--- config.mk ---
export PLATFORM = sky130hd
export DESIGN_NAME = m_cp0_flat
export DESIGN_NICKNAME = d
export VERILOG_FILES = /design/src/rtl/m_cp0_pkg.sv /design/src/rtl/m_cp0_if.sv /design/src/rtl/m_cp0_exc_arbiter.sv /design/src/rtl/m_cp0.sv /design/src/flat_wrapper.sv
export SDC_FILE = /design/constraint.sdc
export NUM_CORES = 1
export LEC_CHECK = 0
export ABC_AREA = 1
export BUFFER_PORTS_ARGS = -buffer_cell sky130_fd_sc_hd__buf_4
export CAP_MARGIN = 10
export CORE_MARGIN = 1.5
export CORE_UTILIZATION = 40
export CTS_CLUSTER_SIZE = 16
export DETAILED_ROUTE_END_ITERATION = 7
export GPL_ROUTABILITY_DRIVEN = 1
export GPL_TIMING_DRIVEN = 1
export PLACE_DENSITY = 0.69
export SLEW_MARGIN = 20
export SYNTH_ARGS = -nofsm -noshare
export SYNTH_HDL_FRONTEND = slang
export SYNTH_SLANG_ARGS = --single-unit
--- constraint.sdc ---
create_clock -name clk -period 1.79 [get_ports clk]
set_input_delay 0.2685 -clock clk [delete_from_list [all_inputs] [get_ports clk]]
set_output_delay 0.2685 -clock clk [all_outputs]
set_load 0.02 [all_outputs]
--- src/rtl/m_cp0_pkg.sv ---
// rtl/m_cp0_pkg.sv - CP0 register numbers, exception codes and SR/Cause bit positions
package m_cp0_pkg;

   localparam int HWINT_W = 6;
   localparam int EXC_W   = 5;

   localparam logic [4:0] CP0_SR    = 5'd12;
   localparam logic [4:0] CP0_CAUSE = 5'd13;
   localparam logic [4:0] CP0_EPC   = 5'd14;

   typedef enum logic [EXC_W-1:0] {
      EXC_INT     = 5'd0,
      EXC_ADEL    = 5'd4,
      EXC_ADES    = 5'd5,
      EXC_SYSCALL = 5'd8,
      EXC_RI      = 5'd10,
      EXC_OV      = 5'd12
   } excCode_e;

   localparam int SR_IE       = 0;
   localparam int SR_EXL      = 1;
   localparam int SR_IM_LO    = 10;
   localparam int CAUSE_EXC_LO = 2;
   localparam int CAUSE_IP_LO = 10;
   localparam int CAUSE_BD    = 31;

endpackage

--- src/rtl/m_cp0_if.sv ---
// rtl/m_cp0_if.sv - M-stage pipeline <-> CP0 signal bundle
interface m_cp0_if
   import m_cp0_pkg::*;
();
   logic [4:0]         A;
   logic [31:0]        DIn;
   logic               WE;
   logic [31:0]        PC;
   logic               BDIn;
   logic [EXC_W-1:0]   ExcCodeIn;
   logic [HWINT_W-1:0] HWInt;
   logic               EXLClr;
   logic               Req;
   logic [31:0]        EPCOut;
   logic [31:0]        DOut;

   modport master (
      output A, DIn, WE, PC, BDIn, ExcCodeIn, HWInt, EXLClr,
      input  Req, EPCOut, DOut
   );

   modport slave (
      input  A, DIn, WE, PC, BDIn, ExcCodeIn, HWInt, EXLClr,
      output Req, EPCOut, DOut
   );
endinterface

--- src/rtl/m_cp0_exc_arbiter.sv ---
// rtl/m_cp0_exc_arbiter.sv - interrupt/exception request and ExcCode select
// An enabled interrupt outranks any synchronous exception of the same instruction.
module cp0_exc_arbiter
   import m_cp0_pkg::*;
(
   input  logic [HWINT_W-1:0] hwInt,
   input  logic [HWINT_W-1:0] im,
   input  logic               ie,
   input  logic               exl,
   input  logic [EXC_W-1:0]   excCodeIn,
   output logic               anyReq,
   output logic [EXC_W-1:0]   excCodeSel
);
   logic intReq;
   logic excReq;

   assign intReq     = (|(hwInt & im)) & ie & ~exl;
   assign excReq     = (excCodeIn != '0) & ~exl;
   assign anyReq     = intReq | excReq;
   assign excCodeSel = intReq ? EXC_INT : excCodeIn;
endmodule

--- src/rtl/m_cp0.sv ---
// rtl/m_cp0.sv - M-stage coprocessor 0: SR/Cause/EPC, trap request, mfc0/mtc0/eret
module m_cp0
   import m_cp0_pkg::*;
(
   input logic     clk,
   input logic     reset,
   m_cp0_if.slave  bus
);
   logic [HWINT_W-1:0] im;
   logic               exl;
   logic               ie;
   logic               bd;
   logic [HWINT_W-1:0] ip;
   logic [EXC_W-1:0]   excCode;
   logic [31:0]        epc;

   logic               anyReq;
   logic               req;
   logic [EXC_W-1:0]   excCodeSel;
   logic [31:0]        pcAdj;
   logic               mtc0;
   logic [31:0]        srImg;
   logic [31:0]        causeImg;

   cp0_exc_arbiter uArb (
      .hwInt      (bus.HWInt),
      .im         (im),
      .ie         (ie),
      .exl        (exl),
      .excCodeIn  (bus.ExcCodeIn),
      .anyReq     (anyReq),
      .excCodeSel (excCodeSel)
   );

   assign req   = ~reset & anyReq;
   assign pcAdj = bus.BDIn ? (bus.PC - 32'd4) : bus.PC;
   assign mtc0  = bus.WE & ~req;

   // Trap updates take precedence; otherwise mtc0 lands first and eret clears EXL last.
   always_ff @(posedge clk or posedge reset) begin
      if (reset) begin
         im      <= '0;
         exl     <= 1'b0;
         ie      <= 1'b0;
         bd      <= 1'b0;
         ip      <= '0;
         excCode <= '0;
         epc     <= '0;
      end else begin
         ip <= bus.HWInt;
         if (req) begin
            exl     <= 1'b1;
            excCode <= excCodeSel;
            bd      <= bus.BDIn;
            epc     <= pcAdj & 32'hFFFF_FFFC;
         end else begin
            if (mtc0 && bus.A == CP0_SR) begin
               im  <= bus.DIn[SR_IM_LO +: HWINT_W];
               exl <= bus.DIn[SR_EXL];
               ie  <= bus.DIn[SR_IE];
            end
            if (mtc0 && bus.A == CP0_EPC)
               epc <= bus.DIn & 32'hFFFF_FFFC;
            if (bus.EXLClr)
               exl <= 1'b0;
         end
      end
   end

   always_comb begin
      srImg = '0;
      srImg[SR_IM_LO +: HWINT_W] = im;
      srImg[SR_EXL] = exl;
      srImg[SR_IE]  = ie;
      causeImg = '0;
      causeImg[CAUSE_BD] = bd;
      causeImg[CAUSE_IP_LO +: HWINT_W] = ip;
      causeImg[CAUSE_EXC_LO +: EXC_W]  = excCode;
   end

   always_comb begin
      bus.DOut = '0;
      case (bus.A)
         CP0_SR:    bus.DOut = srImg;
         CP0_CAUSE: bus.DOut = causeImg;
         CP0_EPC:   bus.DOut = epc;
         default:   bus.DOut = '0;
      endcase
   end

   assign bus.Req    = req;
   assign bus.EPCOut = epc;
endmodule

--- src/flat_wrapper.sv ---
// flat-port wrapper written by rule: the top's interface ports become plain ports
module m_cp0_flat import m_cp0_pkg::*;
  (clk, reset, bus_A, bus_DIn, bus_WE, bus_PC, bus_BDIn, bus_ExcCodeIn, bus_HWInt, bus_EXLClr, bus_Req, bus_EPCOut, bus_DOut);
  m_cp0_if bus_i ();
  input logic clk;
  input logic reset;
  input wire logic [$bits(bus_i.A)-1:0] bus_A;
  input wire logic [$bits(bus_i.DIn)-1:0] bus_DIn;
  input wire logic [$bits(bus_i.WE)-1:0] bus_WE;
  input wire logic [$bits(bus_i.PC)-1:0] bus_PC;
  input wire logic [$bits(bus_i.BDIn)-1:0] bus_BDIn;
  input wire logic [$bits(bus_i.ExcCodeIn)-1:0] bus_ExcCodeIn;
  input wire logic [$bits(bus_i.HWInt)-1:0] bus_HWInt;
  input wire logic [$bits(bus_i.EXLClr)-1:0] bus_EXLClr;
  output wire logic [$bits(bus_i.Req)-1:0] bus_Req;
  output wire logic [$bits(bus_i.EPCOut)-1:0] bus_EPCOut;
  output wire logic [$bits(bus_i.DOut)-1:0] bus_DOut;
  assign bus_i.A = bus_A;
  assign bus_i.DIn = bus_DIn;
  assign bus_i.WE = bus_WE;
  assign bus_i.PC = bus_PC;
  assign bus_i.BDIn = bus_BDIn;
  assign bus_i.ExcCodeIn = bus_ExcCodeIn;
  assign bus_i.HWInt = bus_HWInt;
  assign bus_i.EXLClr = bus_EXLClr;
  assign bus_Req = bus_i.Req;
  assign bus_EPCOut = bus_i.EPCOut;
  assign bus_DOut = bus_i.DOut;
  m_cp0 u_core (.clk(clk), .reset(reset), .bus(bus_i));
endmodule
==> impl_metrics.py <==
metrics = {
    "cells_and_area": {
        "fin_util": 0.5707,
        "drive_above_1_share": 0.2829,
        "multi_input_area_um2": 1909,
        "area_delta_synth_final_pct": 39.19,
        "num_antenna_cells": 0,
        "seqCellArea_um2": 1251,
        "final_nets": 785,
        "nFillCells": 876,
    },
    "timing": {
        "min_period_over_period": 0.9507,
        "hold_violations": 0,
        "drv_slew": 0,
        "max_freq_mhz": 587.6,
        "fin_skew_ns": 0.009347,
        "finalSetupViolCount": 0,
        "layout_min_cycle_time_ns": 1.702,
    },
    "hold_path": {
        "hold_path_end": "u_core.ip[3]",
        "hp-class": "input port to flop",
        "min_from": "bus_HWInt[3]",
        "whs_path_depth": 1,
    },
    "floorplanning": {
        "io_pins": 150,
        "core-area_um2": 8636,
        "rows": 34,
        "start_util": 0.4100,
        "dieHeight_um": 97.09,
        "fp.dieW_um": 97.09,
        "die-area_um2": 9426,
    },
    "drt": {
        "drcViolationCount": 0,
        "routedWlPerCell_um": 13.82,
        "postRouteAntennaNets": 0,
        "vias_per_cell": 4.891,
        "firstDrtPassIters": 5,
        "vias": 3952,
        "drt_iter0_markers": 147,
        "finalWirelength_um": 11170,
    },
    "cts": {
        "root_buffer": "clkbuf_8",
        "cts_buffer_depth": 2,
        "clk_pin_slew_ns": 0.10,
        "hold_buffers": 0,
        "htreeDepth": 2,
        "cts_num_sinks": 50,
        "numCtsBuffers": 5,
        "cts_tree": "done",
        "clk_latency_ns": 0.30,
    },
    "logic_synthesis": {
        "ys_async_sr_fraction": 1.000,
        "synth_edf_count": 0,
        "avgSynthCellArea_um2": 6.473,
        "synth_flop_cell": "dfrtp_1",
        "yosys.area.top_type": "dfrtp_1",
        "synth_commonest_cells": "184 x nand2_1, 78 x inv_1, 65 x nor2_1, 50 x dfrtp_1, 34 x nand3_1",
        "yosysUniqueCellTypes": 34,
        "synth-seq-cells": 50,
        "synth_area_um2": 3541,
        "yosysMostFrequentCell": "nand2_1",
        "synthTopCellsByArea": "dfrtp_1 35%, nand2_1 20%, inv_1 8.3%",
        "synth_warnings": 0,
        "yosysSeqAreaShare": 0.3534,
        "synth_cells": 547,
        "synth.top_cell.area_share": 0.3534,
    },
    "critical_path": {
        "worstSetupPathType": "flop to output pin",
        "cp_slowest_cell": "dfrtp_1",
        "end_kind": "output pin",
        "r2r_cells": 10,
        "r2r_start": "u_core.im[4]",
        "cp.required_ns": 1.52,
        "slowest_delay_ns": 0.38,
        "cp_max_fo": 4,
        "startpoint_type": "flop",
        "cpMostUsedCell": "nand2_1",
        "crit_arrival_ns": 1.43,
        "crit_chain": "nand2_1 > nand2_1 > inv_1 > nand2_1 > nand2_4 > a21oi_4 > buf_4",
        "crit_family": "flip-flops",
        "r2r_setup_slack_ns": 0.12,
        "cp.buffers_inverters": 2,
        "worstReg2RegEnd": "u_core.exl",
    },
    "grt": {
        "grt_use_total": 0.2321,
        "grt_pass1_vias": 3821,
        "grt.busiest_layer": "met2",
        "grt-ovfl-total": 0,
        "grt_antenna_before_repair": 0,
        "met2_usage": 0.3900,
        "met1_usage": 0.3156,
        "grt_pass1_wl_um": 18080,
        "gr-usage-met3": 0.03094,
        "grt_max_degree": 32,
    },
    "power_and_ir_drop": {
        "power.internal_w": 0.002352,
        "power_density_nw_per_um2": 777.2,
        "clkPwrFrac": 0.181,
        "comb_power_share": 0.406,
        "p_leak_nw": 2.725,
        "seqPwrFrac": 0.413,
        "p_sw_frac": 0.3861,
        "irDropWorstVdd_v": 0.0003967,
        "p_total_w": 0.003831,
        "switchingPower_w": 0.001479,
    },
    "status": {
        "status": "finished, final reports clean",
    },
    "placed_design": {
        "dpl.hpwl_um": 9034,
        "place_congestion": 0.8905,
        "portBuffers": 145,
    },
    "run": {
        "cap_violations": 0,
    },
}
power by group through the flow:
| stage | clock network [W] | registers (W) | logic (W) |
|---|---|---|---|
| 6_report | 0.000694 | 0.00158 | 0.00155 |
| 5_1_grt | 0.000761 | 0.00162 | 0.00170 |
| 4_1_cts | 0.000713 | 0.00158 | 0.00153 |
| 3_5_place_dp | 0 | 0.00160 | 0.00152 |
| 3_3_place_gp | 0 | 0.00160 | 0.00150 |
| 2_1_floorplan | 0 | 0.00180 | 0.000621 |
registers in the layout (all words and copies together), names as in the netlist:
signal             flops
u_core.bd              1
u_core.excCode         5
u_core.ie              1
u_core.exl             1
u_core.im              6
u_core.bus.EPCOut     30
u_core.ip              6
through the flow:
step / instances / setup slack, ns / hold WS (ns) / instance area [um2] / setup TNS (ns)
final: 808 / 0.08826 / 0.07477 / 4928 / 0
after global routing: 808 / -0.005909 / 0.05673 / 4928 / -0.005909
after CTS: 804 / 0.01823 / 0.06606 / 4876 / 0
after detailed placement: 796 / -0.07729 / 0.3906 / 4771 / -0.1421
after global placement: 796 / -0.03577 / 0.3885 / 4771 / -0.07122
after floorplan: 548 / -0.03727 / 0.2999 / 3551 / -0.2621
cell usage in the layout (no fill, tap or decap), types with 6 or more instances in the layout:
| cell type | instances |
|---|---|
| o21ai_0 | 31 |
| inv_1 | 77 |
| buf_4 | 156 |
| nand3_1 | 34 |
| nand2_1 | 183 |
| nand2_4 | 6 |
| nand4_1 | 6 |
| xor2_1 | 11 |
| o21ai_1 | 25 |
| dfrtp_1 | 50 |
| clkbuf_8 | 6 |
| nor2_2 | 7 |
| nor2_1 | 65 |
worst max-delay path by stage:
| stage | start | endpoint | slack [ns] | cells after the start |
|---|---|---|---|---|
| 6_report | u_core.im[0] | bus_Req | 0.09 | 7 |
| 5_1_grt | u_core.im[4] | u_core.bus.EPCOut[9] | -0.006 | 11 |
| 4_1_cts | u_core.im[2] | u_core.bus.EPCOut[15] | 0.02 | 11 |
| 3_5_place_dp | bus_HWInt[3] | u_core.exl | -0.08 | 11 |
| 3_3_place_gp | bus_HWInt[5] | u_core.exl | -0.04 | 11 |
| 2_1_floorplan | reset | u_core.im[0] | -0.04 | 6 |
final cells by class:
cell class | instances | share of cell area
multi-input combinational | 399 | 0.3874
sequential | 50 | 0.2539
timing repair buffer | 159 | 0.2463
inverter | 84 | 0.06575
tap | 108 | 0.02742
clock buffer | 6 | 0.01676
clock inverter | 2 | 0.002539
timing repair:
action / CTS / global route
pin swaps: 0 / 3
cloned: 0 / 1
buffers inserted: 0 / 3
resized for setup: 2 / 4
setup endpoints to repair: 4 / 28
metal layers:
metal,vias up,routed length (um)
li1,1980,-
met1,1829,5014
met2,125,5452
met3,18,529
met4,0,169
met5,-,0
cells by family after synthesis:
| logic type | count (synthesis) | synth area share |
|---|---|---|
| other cells | 1 | 0.001059 |
| fa+ha+maj | 1 | 0.003533 |
| simple gates | 314 | 0.3887 |
| compound gates | 67 | 0.1007 |
| xor+xnor | 14 | 0.03463 |
| buf+inv | 100 | 0.1180 |
| flops | 50 | 0.3534 |
Power figures use the tool's default switching activity.
